File: src/rtl/clk_mon_pkg.sv
// Shared types and defaults for the clock monitor.
//   clk_mon_state_t : monitor FSM state encoding
//   CLK_MON_*       : default expected period / loss timeout (100 MHz ref, 25 MHz monitored)
//   sat_inc8        : saturating 8-bit increment used by the error counter
package clk_mon_pkg;

    typedef enum logic [1:0] {
        IDLE    = 2'd0,
        ACQUIRE = 2'd1,
        LOCKED  = 2'd2,
        LOST    = 2'd3
    } clk_mon_state_t;

    localparam int CLK_MON_EXPECTED_25MHZ  = 4;
    localparam int CLK_MON_TIMEOUT_DEFAULT = 16;

    function automatic logic [7:0] sat_inc8(input logic [7:0] v);
        return (v == 8'hFF) ? v : v + 8'd1;
    endfunction

endpackage

File: src/rtl/sync_edge_detect.sv
// Synchronizes an asynchronous input and detects its rising edges.
//   clk_i    : sampling clock
//   rst_i    : synchronous active-high reset
//   async_i  : asynchronous level input
//   edge_o   : combinational rising-edge indication (synchronized level & ~prev)
//   strobe_o : registered one-cycle pulse per rising edge
module sync_edge_detect
    import clk_mon_pkg::*;
#(
    parameter int SYNC_STAGES = 2
) (
    input  logic clk_i,
    input  logic rst_i,
    input  logic async_i,
    output logic edge_o,
    output logic strobe_o
);

    logic [SYNC_STAGES-1:0] sync_q;
    logic                   prev_q;
    logic                   strobe_q;

    assign edge_o   = sync_q[SYNC_STAGES-1] & ~prev_q;
    assign strobe_o = strobe_q;

    always_ff @(posedge clk_i) begin
        if (rst_i) begin
            sync_q   <= '0;
            prev_q   <= 1'b0;
            strobe_q <= 1'b0;
        end else begin
            sync_q   <= {sync_q[SYNC_STAGES-2:0], async_i};
            prev_q   <= sync_q[SYNC_STAGES-1];
            strobe_q <= edge_o;
        end
    end

endmodule

File: src/rtl/clk_monitor.sv
// Measures the period of clk_mon in clk_ref cycles and tracks lock / loss.
//   clk_ref      : reference clock, all logic runs on it
//   rst          : synchronous active-high reset
//   clk_mon      : monitored clock, sampled as asynchronous data
//   edge_strobe  : one-cycle pulse per detected rising edge of clk_mon
//   period       : last measured period (saturating)
//   period_valid : pulses with edge_strobe whenever period holds a real measurement
//   locked       : high while in LOCKED
//   clk_lost     : high while in LOST
//   err_count    : saturating count of lock losses
//
// state   | meaning
// IDLE    | no edge seen since reset
// ACQUIRE | counting consecutive in-tolerance periods
// LOCKED  | LOCK_COUNT good periods seen, monitoring for deviation
// LOST    | no edge for TIMEOUT cycles
module clk_monitor
    import clk_mon_pkg::*;
#(
    parameter int EXPECTED_PERIOD = CLK_MON_EXPECTED_25MHZ,
    parameter int TOLERANCE       = 0,
    parameter int LOCK_COUNT      = 4,
    parameter int TIMEOUT         = CLK_MON_TIMEOUT_DEFAULT,
    parameter int PERIOD_W        = 8,
    parameter int SYNC_STAGES     = 2
) (
    input  logic                clk_ref,
    input  logic                rst,
    input  logic                clk_mon,
    output logic                edge_strobe,
    output logic [PERIOD_W-1:0] period,
    output logic                period_valid,
    output logic                locked,
    output logic                clk_lost,
    output logic [7:0]          err_count
);

    localparam int GOOD_W = $clog2(LOCK_COUNT + 1);

    localparam logic [PERIOD_W-1:0] EXP_W   = PERIOD_W'(EXPECTED_PERIOD);
    localparam logic [PERIOD_W-1:0] TOL_W   = PERIOD_W'(TOLERANCE);
    localparam logic [PERIOD_W-1:0] TMO_W   = PERIOD_W'(TIMEOUT);
    localparam logic [PERIOD_W-1:0] CNT_MAX = '1;
    localparam logic [GOOD_W-1:0]   LOCK_W  = GOOD_W'(LOCK_COUNT);

    logic edge_det;

    clk_mon_state_t      state_q, state_d;
    logic [PERIOD_W-1:0] cnt_q, cnt_d;
    logic [PERIOD_W-1:0] period_q, period_d;
    logic                pv_q, pv_d;
    logic                have_q, have_d;
    logic [GOOD_W-1:0]   good_q, good_d;
    logic [7:0]          err_q, err_d;
    logic                locked_q, lost_q;

    logic [PERIOD_W-1:0] dev;
    logic                in_tol;
    logic                timeout;

    sync_edge_detect #(
        .SYNC_STAGES (SYNC_STAGES)
    ) u_sync (
        .clk_i    (clk_ref),
        .rst_i    (rst),
        .async_i  (clk_mon),
        .edge_o   (edge_det),
        .strobe_o (edge_strobe)
    );

    // Full-width unsigned deviation; cnt saturates so this never wraps.
    assign dev     = (cnt_q >= EXP_W) ? (cnt_q - EXP_W) : (EXP_W - cnt_q);
    assign in_tol  = (dev <= TOL_W);
    // An edge on the timeout cycle takes priority and is judged as a period.
    assign timeout = ~edge_det & (cnt_q == TMO_W);

    always_comb begin
        state_d  = state_q;
        good_d   = good_q;
        err_d    = err_q;
        have_d   = have_q | edge_det;
        pv_d     = edge_det & have_q;
        period_d = edge_det ? cnt_q : period_q;
        if (edge_det)
            cnt_d = PERIOD_W'(1);
        else if (cnt_q == CNT_MAX)
            cnt_d = cnt_q;
        else
            cnt_d = cnt_q + PERIOD_W'(1);

        unique case (state_q)
            IDLE: begin
                if (edge_det) begin
                    state_d = ACQUIRE;
                    good_d  = '0;
                end
            end
            ACQUIRE: begin
                if (edge_det) begin
                    if (in_tol) begin
                        good_d = good_q + GOOD_W'(1);
                        if (good_d == LOCK_W)
                            state_d = LOCKED;
                    end else begin
                        good_d = '0;
                    end
                end
            end
            LOCKED: begin
                if (edge_det && !in_tol) begin
                    state_d = ACQUIRE;
                    good_d  = '0;
                    err_d   = sat_inc8(err_q);
                end
            end
            LOST: begin
                if (edge_det) begin
                    state_d = ACQUIRE;
                    good_d  = '0;
                end
            end
            default: state_d = IDLE;
        endcase

        if (timeout) begin
            state_d = LOST;
            if (state_q == LOCKED)
                err_d = sat_inc8(err_q);
        end
    end

    always_ff @(posedge clk_ref) begin
        if (rst) begin
            state_q  <= IDLE;
            cnt_q    <= '0;
            period_q <= '0;
            pv_q     <= 1'b0;
            have_q   <= 1'b0;
            good_q   <= '0;
            err_q    <= '0;
            locked_q <= 1'b0;
            lost_q   <= 1'b0;
        end else begin
            state_q  <= state_d;
            cnt_q    <= cnt_d;
            period_q <= period_d;
            pv_q     <= pv_d;
            have_q   <= have_d;
            good_q   <= good_d;
            err_q    <= err_d;
            locked_q <= (state_q == LOCKED);
            lost_q   <= (state_q == LOST);
        end
    end

    assign period       = period_q;
    assign period_valid = pv_q;
    assign locked       = locked_q;
    assign clk_lost     = lost_q;
    assign err_count    = err_q;

endmodule

File: config.mk
export PLATFORM = sky130hd
export DESIGN_NAME = clk_monitor
export DESIGN_NICKNAME = d
export VERILOG_FILES = /design/src/rtl/clk_mon_pkg.sv /design/src/rtl/sync_edge_detect.sv /design/src/rtl/clk_monitor.sv
export SDC_FILE = /design/constraint.sdc
export NUM_CORES = 1
export LEC_CHECK = 0
export ABC_CLOCK_PERIOD_IN_PS = 3160
export BUFFER_PORTS_ARGS = -buffer_cell sky130_fd_sc_hd__clkbuf_2
export CORE_AREA = 4 4 77 79
export CTS_CLUSTER_SIZE = 14
export DETAILED_ROUTE_END_ITERATION = 7
export DIE_AREA = 0 0 81 83
export PLACE_DENSITY = 0.56
export SETUP_SLACK_MARGIN = 0.2
export SLEW_MARGIN = 20
export SYNTH_ARGS = -nofsm -noshare
export SYNTH_HDL_FRONTEND = slang
export SYNTH_SLANG_ARGS = --single-unit
File: constraint.sdc
create_clock -name clk_ref -period 3.16 [get_ports clk_ref]
set_clock_uncertainty 0.15 [all_clocks]
set_input_delay 0.158 -clock clk_ref [delete_from_list [all_inputs] [get_ports clk_ref]]
set_output_delay 0.158 -clock clk_ref [all_outputs]
set_load 0.02 [all_outputs]
; Word-level counts from Yosys, hierarchy flattened
; Cells that the tools add are included.
[classes]
add_sub_neg = 5
order_cmp = 2
eq_ne = 16
mux = 20
n_bitwise = 6
n_reduce_logical = 7
[ops]
columns = operator, n
row1 = $mux 8, 6
row2 = $add 8x1->8 const B, 2
row3 = $eq 8x8->1 const B, 2
row4 = $mux 2, 6
row5 = $mux 3, 4
row6 = $ne 3x3->1 const B, 4
row7 = $pmux 3 s3, 1
row8 = $eq 8x5->1 const B, 1
row9 = $ge 8x3->1 const B, 1
row10 = $le 8x1->1 const B, 1
row11 = $sub 3x8->8 const A, 1
row12 = $sub 8x3->8 const B, 1
row13 = $ne 2x2->1 const B, 3
row14 = $pmux 2 s3, 1
row15 = $reduce_and 5->1, 1
row16 = $eq 2x2->1 const B, 2
row17 = $reduce_or 2->1, 2
row18 = $add 3x1->3 const B, 1
row19 = $and 1x1->1, 3
row20 = $eq 3x3->1 const B, 1
row21 = $ne 3x1->1 const B, 1
row22 = $reduce_and 3->1, 1
row23 = $eq 2x1->1 const B, 1
row24 = $logic_not 2->1, 1
row25 = 6 further kinds, 8
[totals]
reg_bits = 37
inputBits = 3
output_inout_bits = 20

; Logic depth before layout (Yosys ltp)
; Gate-level depths: netlist (run 1).
[depth]
ltp_word = 9
mapped_depth = 10
mapped_depth_nobuf = 9

; Hierarchy
; From an unflattened synthesis (run 1), not the netlist that was laid out.
[unflattened]
cells_unflattened = 225
hier_area_um2 = 2078.2
[modules_own_cells]
columns = mod, n_inst, cells_each, area_per_inst_um2
row1 = clk_monitor, 1, 216, 1960.6
row2 = sync_edge_detect, 1, 9, 117.6

; Worst setup path after synthesis (run 1)
; Ideal clock, no wire load.
[synth_timing]
path_type = register to register
startpoint = register cnt_q[3]
endpoint = register err_q[0] (netlist: err_count[0])
setup_ns = 0.121
arrival_ns = 2.509
path_slack_ns = 0.380
path_stages_with_launch = 11
path_buffers = 1
synth_period_minus_slack_ns = 2.780
path_cell_list = dfxtp_1 inv_1 ha_1 and2_1 o31a_1 nor3_1 o2111ai_2 or2_2 buf_2 a31oi_4 mux2_2
[synth_between]
elab_chain_cells = 9
word_cells_on_any_way = 13
classes_between = add/sub: 2 / order compare: 2 / eq/ne: 1 / mux: 5 / bitwise: 1 / reduce/logical: 2
[synth_lines]
columns = item, line
row1 = "start, declared", clk_monitor.sv:49  ; logic [PERIOD_W-1:0] cnt_q, cnt_d;
row2 = "start signal, assigned", clk_monitor.sv:145  ; cnt_q <= cnt_d;
row3 = "$sub 3x8->8, or another cell as far along", clk_monitor.sv:72  ; assign dev = (cnt_q >= EXP_W) ? (cnt_q - EXP_W) : (EXP_W - cnt_q);
row4 = $mux 8, clk_monitor.sv:72
row5 = $le 8x1->1, clk_monitor.sv:73  ; assign in_tol = (dev <= TOL_W);
row6 = $logic_not 1->1, clk_monitor.sv:110  ; if (edge_det && !in_tol) begin
row7 = $logic_and 1x1->1, clk_monitor.sv:110
row8 = $mux 8, clk_monitor.sv:110
row9 = $mux 8, clk_monitor.sv:91  ; unique case (state_q)
row10 = $mux 8, clk_monitor.sv:127  ; if (state_q == LOCKED)
row11 = $mux 8 (*), clk_monitor.sv:125  ; if (timeout) begin
row12 = "end signal, assigned", clk_monitor.sv:150  ; err_q <= err_d;
row13 = "end, declared", clk_monitor.sv:54  ; logic [7:0] err_q, err_d;
; Mark *: on every way between the ends. The rest lies on a longest branch, timed or not.
; A chain may end at the register's enable or synchronous reset.

; Worst setup path after layout (run 1)
; Same ends and word-level chain as after synthesis.

==> results of run 1 <==
cell usage in the layout, fill, tap and decap left out, types with 2 or more instances in the layout:
| cell type | n |
|---|---|
| dfxtp_1 | 35 |
| nor2_1 | 26 |
| clkbuf_2 | 22 |
| nor3_1 | 14 |
| nand2_1 | 14 |
| nand3_1 | 13 |
| ha_1 | 13 |
| nor2b_1 | 11 |
| inv_1 | 10 |
| a22o_1 | 8 |
| o21ai_0 | 7 |
| nand2b_1 | 6 |
| a21oi_1 | 6 |
| mux2_2 | 5 |
| clkbuf_8 | 5 |
| buf_4 | 5 |
| or2_2 | 4 |
| and2_1 | 3 |
| xnor2_1 | 3 |
| a211oi_1 | 2 |
| o21a_1 | 2 |
| xor2_1 | 2 |
| a21o_1 | 2 |
| and3_1 | 2 |
| or3_1 | 2 |
| mux2i_1 | 2 |
| o2bb2ai_1 | 2 |
worst min-delay path by stage:
stage                                  end                        start  cells after the start
6_report       u_sync.sync_q[1]$_SDFF_PP0_  u_sync.sync_q[0]$_SDFF_PP0_                      1
3_5_place_dp   u_sync.sync_q[0]$_SDFF_PP0_                      clk_mon                      2
4_1_cts            err_count[7]$_SDFF_PP0_                          rst                      2
5_1_grt        u_sync.sync_q[1]$_SDFF_PP0_  u_sync.sync_q[0]$_SDFF_PP0_                      1
2_1_floorplan     u_sync.prev_q$_SDFF_PP0_                          rst                      1
3_3_place_gp   u_sync.sync_q[0]$_SDFF_PP0_                      clk_mon                      2
cell type report:
type	instances	share of cell area, %
flip-flops and latches	37	31.1
clock inverters	2	1.62
multi-input cells	177	52.3
well taps	72	3.76
repair buffers	28	6.58
clock buffers	6	3.03
inverters	10	1.57
cell families (layout without fill, tap and decap cells):
| group | Yosys count | after routing | synth area share (%) |
|---|---|---|---|
| muxes | 7 | 7 | 3.71 |
| buffers and inverters | 19 | 46 | 4.44 |
| AOI/OAI and AO/OA | 49 | 49 | 20.3 |
| and+or+nand+nor | 103 | 103 | 25.5 |
| xor gates and xnor gates | 5 | 5 | 2.13 |
| adders and majority gates | 13 | 13 | 7.91 |
| DFF | 37 | 37 | 36.0 |
what timing repair did:
item / 4_1_cts / 5_1_grt
hold buffers: 1 / 0
pin swaps: 0 / 0
buffers inserted: 0 / 0
resized for setup: 1 / 6
setup endpoints to repair: 3 / 11
hold endpoints to repair: 1 / 0
stage by stage:
stage | power [W] | hold slack [ps]
after floorplan | 0.000609 | 87.1
after global placement | 0.000641 | 227
after detailed placement | 0.000641 | 241
after CTS | 0.00105 | 286
after global routing | 0.00110 | 305
final | 0.00105 | 292
where the power goes:
group,total [W],switching [W],internal (W)
sequential,0.000483,0.00000737,0.000476
combinational,0.000157,0.0000945,0.0000628
clock,0.000411,0.000174,0.000237
metal layers:
metal | up-vias | wire (µm) | share of wire (%)
met5 | - | 0 | 0
met4 | 0 | 63 | 1.4
met3 | 6 | 149 | 3.3
met2 | 22 | 2130 | 47
met1 | 810 | 2230 | 49
li1 | 890 | - | -
sequential cells by signal, indices dropped and copies added (netlist names):
register and count:
u_sync.sync_q 2, state_q 2, u_sync.prev_q 1, locked 1, cnt_q 8, err_count 8
period 8, u_sync.strobe_o 1, good_q 3, have_q 1, clk_lost 1, period_valid 1
worst max-delay path: stages, from the launching register on:
cell and delay [ps]:
dfxtp_4 400, inv_1 110, ha_1 230, and2_1 200
o31a_1 310, nor3_1 290, o2111ai_4 200, or2_4 330
a31oi_4 160, mux2_2 340
==> impl_metrics.tcl, run 1 <==
set metrics [dict create \
    rr_worst_depth 9 \
    synth-edff-count 0 \
    antenna_found_initial 0 \
    powerDensity_mw_per_mm2 439 \
    area_growth_pct 16.5 \
    synth_cells 233 \
    met1_usage_pct 18.5 \
    pre_cts_ws_ps 195 \
    setup-violations-final 0 \
    grt_overflow 0 \
    grt_use_met3_pct 3.69 \
    crit_path_start_kind "flop" \
    drive_above_1_share_pct 22.3 \
    cts_inserted_buffers 5 \
    ys_seq_elements 37 \
    max_freq_mhz 354 \
    synth_top_area_share_pct 36.0 \
    min_path_type "flop to flop" \
    clkLatencyLatePin_ps 290 \
    fp.coreArea_mm2 0.00534 \
    start_util_pct 38.5 \
    fin_area_mm2 0.00239 \
    final.period_utilization_pct 89.5 \
    fin_ws_ps 331 \
    async_flop_share_pct 0 \
    r2r_end "err_count[0]$_SDFF_PP0_" \
    dpl_cell_area_mm2 0.00224 \
    worstSetupStartpoint "cnt_q[3]$_SDFFE_PP0P_" \
    synth.most_common_cell "dfxtp_1" \
    io_buffers 22 \
    yosysWarnings 0 \
    routed_wl_mm 4.57 \
    numPlacedInstances 323 \
    diodes 0 \
    ant_nets 0 \
    worstPathRequired_ps 3200 \
    arrival_ps 2860 \
    ios 23 \
    cp_max_fo 8 \
    multi_input_area_mm2 0.00125 \
    synth_commonest_cells "37 x dfxtp_1, 26 x nor2_1, 14 x nand2_1, 14 x nor3_1" \
    min_period_ps 2830 \
    status "finished clean" \
    regToRegSetupSlack_ps 330 \
    htreeDepth 2 \
    fin_cells 332 \
    ctsRootBufferMaster "clkbuf_8" \
    grtUsageTotal_pct 13.7 \
    grt_pass1_vias 1538 \
    fp.dieH_um 83 \
    vdd_drop_max_mv 0.181 \
    fillCellCount 566 \
    timing_hold_violations_final 0 \
    drtIter0Drc 76 \
    syn_area_per_cell_um2 8.82 \
    grt_pass1_wl_mm 7.41 \
    finalMaxSlewViolations 0 \
    drv_cap 0 \
    cts_tree "done" \
    clock_sink_count 37 \
    fin_nets 275 \
    cellLeakagePower_nw 0.968 \
    synth_ff_type "dfxtp_1" \
    finish.utilization_pct 44.9 \
    clk_pin_slew_worst_paths_ps 80 \
    path_class "flop to flop" \
    synth_area_leaders "dfxtp_1 36%, ha_1 7.9%, nor2_1 4.7%" \
    maxSlewHeadroom_pct 51.4 \
    finalSetupTns_ps 0 \
    first_pass_iters 4 \
    endpoint_kind "flop" \
    timing.rr.start "cnt_q[3]$_SDFFE_PP0P_" \
    synth_nets 249 \
    ys_seq_area_share_pct 36.0 \
    grt-busiest-layer "met2" \
    grt_max_degree 30 \
    tightest_slew_ps 727 \
    vias 1728 \
    synth.distinct_cells 53 \
    gp_congestion 0.813 \
    place_hpwl_mm 3.27 \
    clock_path_buffers 2 \
    avgRoutedWirePerCell_um 13.8 \
    drc 0 \
    regArea_um2 746 \
    dieWidth_um 81 \
    use_met2_pct 20.7 \
    via_per_inst 5.20 \
    dieArea_mm2 0.00672 \
    syn-cell-area_mm2 0.00206 \
    endpoint "err_count[0]$_SDFF_PP0_" \
    rows 27 \
    yosysTopAreaCell "dfxtp_1" \
    rsz0062_at_grt "false" \
]
No activity file was read; power rests on OpenSTA's default activity.
==> inputs of run 2 (changes only) <==
Settings changed: ABC_AREA from default to 1, CORE_AREA 4 4 77 79 to 4 4 76 78, DIE_AREA 0 0 81 83 to 0 0 80 82.
==> impl_metrics.tcl, run 2 <==
set metrics [dict create \
    htreeDepth 2 \
    cts_inserted_buffers 5 \
    synth_top_area_share_pct 37.4 \
    clkLatencyLatePin_ps 280 \
    cellLeakagePower_nw 0.997 \
    setup-violations-final 0 \
    antenna_found_initial 0 \
    fin_nets 321 \
    start_util_pct 39.0 \
    avgRoutedWirePerCell_um 11.1 \
    drive_above_1_share_pct 15.1 \
    synth_commonest_cells "64 x nand2_1, 37 x dfxtp_1, 33 x inv_1, 33 x nor2_1, 21 x a21oi_1" \
    finalMaxSlewViolations 0 \
    clk_pin_slew_worst_paths_ps 70 \
    synth-edff-count 0 \
    grt_pass1_wl_mm 7.29 \
    max_stage_delay_ps 490 \
    ys_seq_area_share_pct 37.4 \
    drc 0 \
    postCtsSetupRepairBufs 0 \
    grtUsageTotal_pct 13.9 \
    synth_area_leaders "dfxtp_1 37%, nand2_1 12%, ha_1 8.2%" \
    async_flop_share_pct 0 \
    synth_ff_type "dfxtp_1" \
    grt_pass1_vias 1650 \
    arrival_ps 2590 \
    min_period_ps 2560 \
    syn_area_per_cell_um2 7.10 \
    drv_cap 0 \
    final.period_utilization_pct 80.9 \
    fin_area_mm2 0.00223 \
    first_pass_iters 5 \
    area_growth_pct 12.7 \
    fp.coreArea_mm2 0.00507 \
    gp_congestion 0.833 \
    timing.rr.start "cnt_q[2]$_SDFFE_PP0P_" \
    synth.most_common_cell "nand2_1" \
    clock_sink_count 37 \
    clock_path_buffers 2 \
    cp_max_fo 13 \
    layout_commonest_cell "nand2_1" \
    final_cell_mix "64 x nand2_1, 37 x dfxtp_1, 33 x inv_1, 33 x nor2_1, 22 x clkbuf_2" \
    grt_overflow 0 \
    finish.utilization_pct 44.0 \
    vdd_drop_max_mv 0.187 \
    crit_buf_inv 2 \
    grt_max_degree 14 \
    vias 1801 \
    timing_hold_violations_final 0 \
    synth.distinct_cells 29 \
    cts_tree "done" \
    place_hpwl_mm 3.14 \
    path_class "flop to flop" \
    io_buffers 22 \
    synth_cells 279 \
    finalSetupTns_ps 0 \
    hold_start "rst" \
    via_per_inst 4.82 \
    diodes 0 \
    yosysTopAreaCell "dfxtp_1" \
    rows 26 \
    dieArea_mm2 0.00656 \
    rsz0062_at_grt "false" \
    routed_wl_mm 4.13 \
    max_freq_mhz 391 \
    ys_seq_elements 37 \
    yosysWarnings 0 \
    fp.dieH_um 82 \
    drtIter0Drc 126 \
    dieWidth_um 80 \
    critical-path-slowest-cell "dfxtp_1" \
    ctsRootBufferMaster "clkbuf_8" \
    synth_nets 295 \
    min_path_type "input port to flop" \
    tightest_slew_ps 823 \
    powerDensity_mw_per_mm2 471 \
    cp_cell_sequence "inv_1, ha_1, inv_1, nor2_4, nand2_2, nand2_1, nand3_1, nor2_2, nand3_2, nand2_2, a21oi_4, nand2_1, nor2_1, nor2_1" \
    worstPathRequired_ps 3190 \
    cp_top_family "simple AND/OR/NAND/NOR gates" \
    dpl_cell_area_mm2 0.00215 \
    syn-cell-area_mm2 0.00198 \
    status "finished clean" \
    crit_path_start_kind "flop" \
    maxSlewHeadroom_pct 44.9 \
    ant_nets 0 \
    worstSetupStartpoint "cnt_q[2]$_SDFFE_PP0P_" \
    endpoint_kind "flop" \
    ios 23 \
]
run 2: cell count changes after synthesis, moves of 4 or more:
cell,delta
nor2_1,+7
inv_1,+23
or2_2,-4
mux2_2,-5
nor2b_1,-11
a21oi_1,+15
a22o_1,-8
nand2_1,+50
nor3_1,-6
nand2b_1,-7
nand2_2,+5
o21ai_0,+8
run 2: kinds of logic after synthesis:
family | count (synthesis) | share of synthesized area [%]
AO/OA/AOI/OAI | 45 | 12.6
XOR/XNOR | 4 | 1.77
adder cells (fa/ha/maj) | 13 | 8.21
buffers and inverters | 40 | 8.46
flip-flops | 37 | 37.4
AND/OR/NAND/NOR | 140 | 31.6
run 2: final cells by class:
class,count,area [µm²]
Clock buffer,5,68.8
Clock inverter,1,5.00
Fill cell,557,2840
Inverter,36,138
Multi-Input combinational cell,202,1070
Sequential cell,37,741
Tap cell,70,87.6
Timing Repair Buffer,23,120
run 2: per-stage QoR:
stage          power [W]  hold slack (ps)  instances  worst slack [ps]
2_1_floorplan   0.000711             91.9        279              1010
3_3_place_gp    0.000757              205        367               622
3_5_place_dp    0.000760              206        367               610
4_1_cts          0.00107             94.3        374               595
5_1_grt          0.00112              101        374               304
6_report         0.00105             92.2        374               602
run 2: worst paths after layout:
kind / end / slack, ps / cells after the start
setup / recovery: err_count[7]$_SDFF_PP0_ / 600 / 14
hold / removal: have_q$_SDFF_PP0_ / 90 / 2
setup reg to reg: err_count[7]$_SDFF_PP0_ / 600 / 14
hold reg to reg: u_sync.sync_q[1]$_SDFF_PP0_ / 260 / 2
run 2: routing by layer:
layer  track usage, %  vias to the layer above  share of wire, %
met5                0                        -                 0
met4             4.56                        0               1.1
met3             3.95                        8               5.7
met2             21.7                       43                44
met1             18.5                      802                50
li1                 -                      948                 -
run 2: repair_timing:
item / CTS / global route
hold buffers: 1 / 0
hold endpoints to repair: 1 / 0
resized for setup: 0 / 0
run 2: where the power goes:
| part | leakage, nW | internal, W | switching (W) |
|---|---|---|---|
| Sequential | 0.300 | 0.000497 | 0.0000241 |
| Combinational | 0.657 | 0.0000843 | 0.000145 |
| Clock | 0.0399 | 0.000145 | 0.000155 |
==> inputs of run 3 (changes only) <==
Settings changed: ABC_AREA 1 to 0, ABC_CLOCK_PERIOD_IN_PS 3160 to 2100, CORE_AREA 4 4 76 78 to 4 4 77 79, DIE_AREA 0 0 80 82 to 0 0 81 83, PLACE_DENSITY 0.56 to 0.58.
Clock period 3.16 ns to 2.1 ns, I/O delays scaled along.
==> impl_metrics.tcl, run 3 (synthesis gave the netlist of run 1 again) <==
set metrics [dict create \
    status "complete, but fails checks" \
    violations "setup timing" \
    clk_pin_slew_worst_paths_ps 80 \
    via_per_inst 5.07 \
    fin_nets 321 \
    grt_pass1_wl_mm 8.80 \
    grtUsageTotal_pct 16.3 \
    rsz0062_at_grt "true" \
    grt_max_degree 22 \
    fin_total_pwr_w 0.00161 \
    setup-violations-final 13 \
    hold-path-endpoint "u_sync.sync_q[1]$_SDFF_PP0_" \
    numPlacedInstances 365 \
    fin_cells 378 \
    ant_nets 0 \
    final.period_utilization_pct 120 \
    drive_above_1_share_pct 41.2 \
    regArea_um2 752 \
    clock_path_buffers 2 \
    max_freq_mhz 397 \
    tightest_slew_ps 529 \
    first_pass_iters 5 \
    fillCellCount 518 \
    dpl_cell_area_mm2 0.00264 \
    htreeDepth 2 \
    finalMaxSlewViolations 0 \
    layout_commonest_cell "buf_4" \
    antenna_found_initial 0 \
    finish.utilization_pct 54.4 \
    drv_cap 0 \
    fp.coreArea_mm2 0.00534 \
    ctsRootBufferMaster "clkbuf_8" \
    final_cell_mix "48 x buf_4, 32 x dfxtp_1, 24 x nor2_1, 22 x clkbuf_2, 14 x nand2_1" \
    path_class "flop to flop" \
    dieWidth_um 81 \
    dieArea_mm2 0.00672 \
    timing.rr.start "cnt_q[5]$_SDFFE_PP0P_" \
    worstPathRequired_ps 2140 \
    diodes 0 \
    powerDensity_mw_per_mm2 555 \
    r2r_end "err_count[0]$_SDFF_PP0_" \
    ios 23 \
    vdd_drop_max_mv 0.330 \
    clkLatencyLatePin_ps 300 \
    io_buffers 22 \
    gp_congestion 0.872 \
    vias 1918 \
    regToRegSetupSlack_ps -420 \
    drc 0 \
    cts_tree "done" \
    maxSlewHeadroom_pct 63.8 \
    timing_hold_violations_final 0 \
    hold_depth 1 \
    clock_sink_count 37 \
    grt_pass1_vias 1865 \
    arrival_ps 2560 \
    cts_inserted_buffers 5 \
    multi_input_area_mm2 0.00142 \
    worstSetupStartpoint "cnt_q[5]$_SDFFE_PP0P_" \
    min_path_type "flop to flop" \
    area_growth_pct 41.1 \
    rr_worst_depth 8 \
    routed_wl_mm 5.14 \
    avgRoutedWirePerCell_um 13.6 \
    pre_cts_ws_ps -419 \
    drtIter0Drc 68 \
    fin_ws_ps -419 \
    endpoint_kind "flop" \
    rows 27 \
    cellLeakagePower_nw 1.23 \
    min_period_ps 2520 \
    fp.dieH_um 83 \
    cp_max_fo 9 \
    grt_overflow 0 \
    place_hpwl_mm 3.86 \
    hold_start "u_sync.sync_q[0]$_SDFF_PP0_" \
    fin_area_mm2 0.00290 \
    start_util_pct 38.5 \
    crit_path_start_kind "flop" \
]
## run 3: cell types whose count changed in the layout (fill, tap and decap cells not counted), sizes merged, moves of 9 or more
cell   before  now
a21oi      22    6
inv        35   11
nand2      69   14
a22o        0    9
nor2       39   26
o21ai      18    7
nor2b       0   11
buf         0   49
## run 3: where the power goes
part | switching, W | total (W) | internal, W
registers | 0.0000136 | 0.000730 | 0.000716
clock network | 0.000279 | 0.000514 | 0.000235
logic | 0.000190 | 0.000365 | 0.000175
total | 0.000483 | 0.00161 | 0.00113
## run 3: worst max-delay path by stage
stage                     slack (ps)                      end
after floorplan                 -430  err_count[0]$_SDFF_PP0_
final                           -420  err_count[0]$_SDFF_PP0_
after detailed placement        -420  err_count[4]$_SDFF_PP0_
after global routing            -530  err_count[0]$_SDFF_PP0_
after CTS                       -370  err_count[2]$_SDFF_PP0_
after global placement          -380  err_count[4]$_SDFF_PP0_
## run 3: layout make-up
cell class | count | share of cell area [%]
clock buffer | 5 | 2.37
clock inverter | 3 | 0.733
inverter | 10 | 1.47
multi-input combinational | 177 | 48.8
sequential | 37 | 25.9
tap | 72 | 3.10
timing repair buffer | 74 | 17.6
## run 3: per-layer routing
metal | track usage [%] | part of all wire [%] | up-vias
li1 | - | - | 975
met2 | 27.1 | 50 | 39
met5 | 0 | 0 | -
met3 | 3.58 | 3.6 | 7
met1 | 21.0 | 45 | 897
met4 | 4.61 | 1.6 | 0
## run 3: critical path, stage by stage (launching register included)
cell and delay (ps):
dfxtp_2 330, buf_4 160, nor2_1 170, nand3b_1 130, o32ai_1 450, o2111ai_4 220, or2_4 330, a31oi_4 160
mux2_4 310
## run 3: per-stage QoR
| stage | hold slack [ps] | setup TNS [ps] |
|---|---|---|
| 2_1_floorplan | 34.1 | -3400 |
| 3_3_place_gp | 170 | -4220 |
| 3_5_place_dp | 182 | -4430 |
| 4_1_cts | 307 | -4140 |
| 5_1_grt | 327 | -6100 |
| 6_report | 299 | -4630 |
## run 3: what timing repair did
action,4_1_cts,5_1_grt
setup endpoints to repair,13,14
hold endpoints to repair,5,0
hold buffers,3,0
pin swaps,8,11
buffers inserted,1,1
resized for setup,15,10
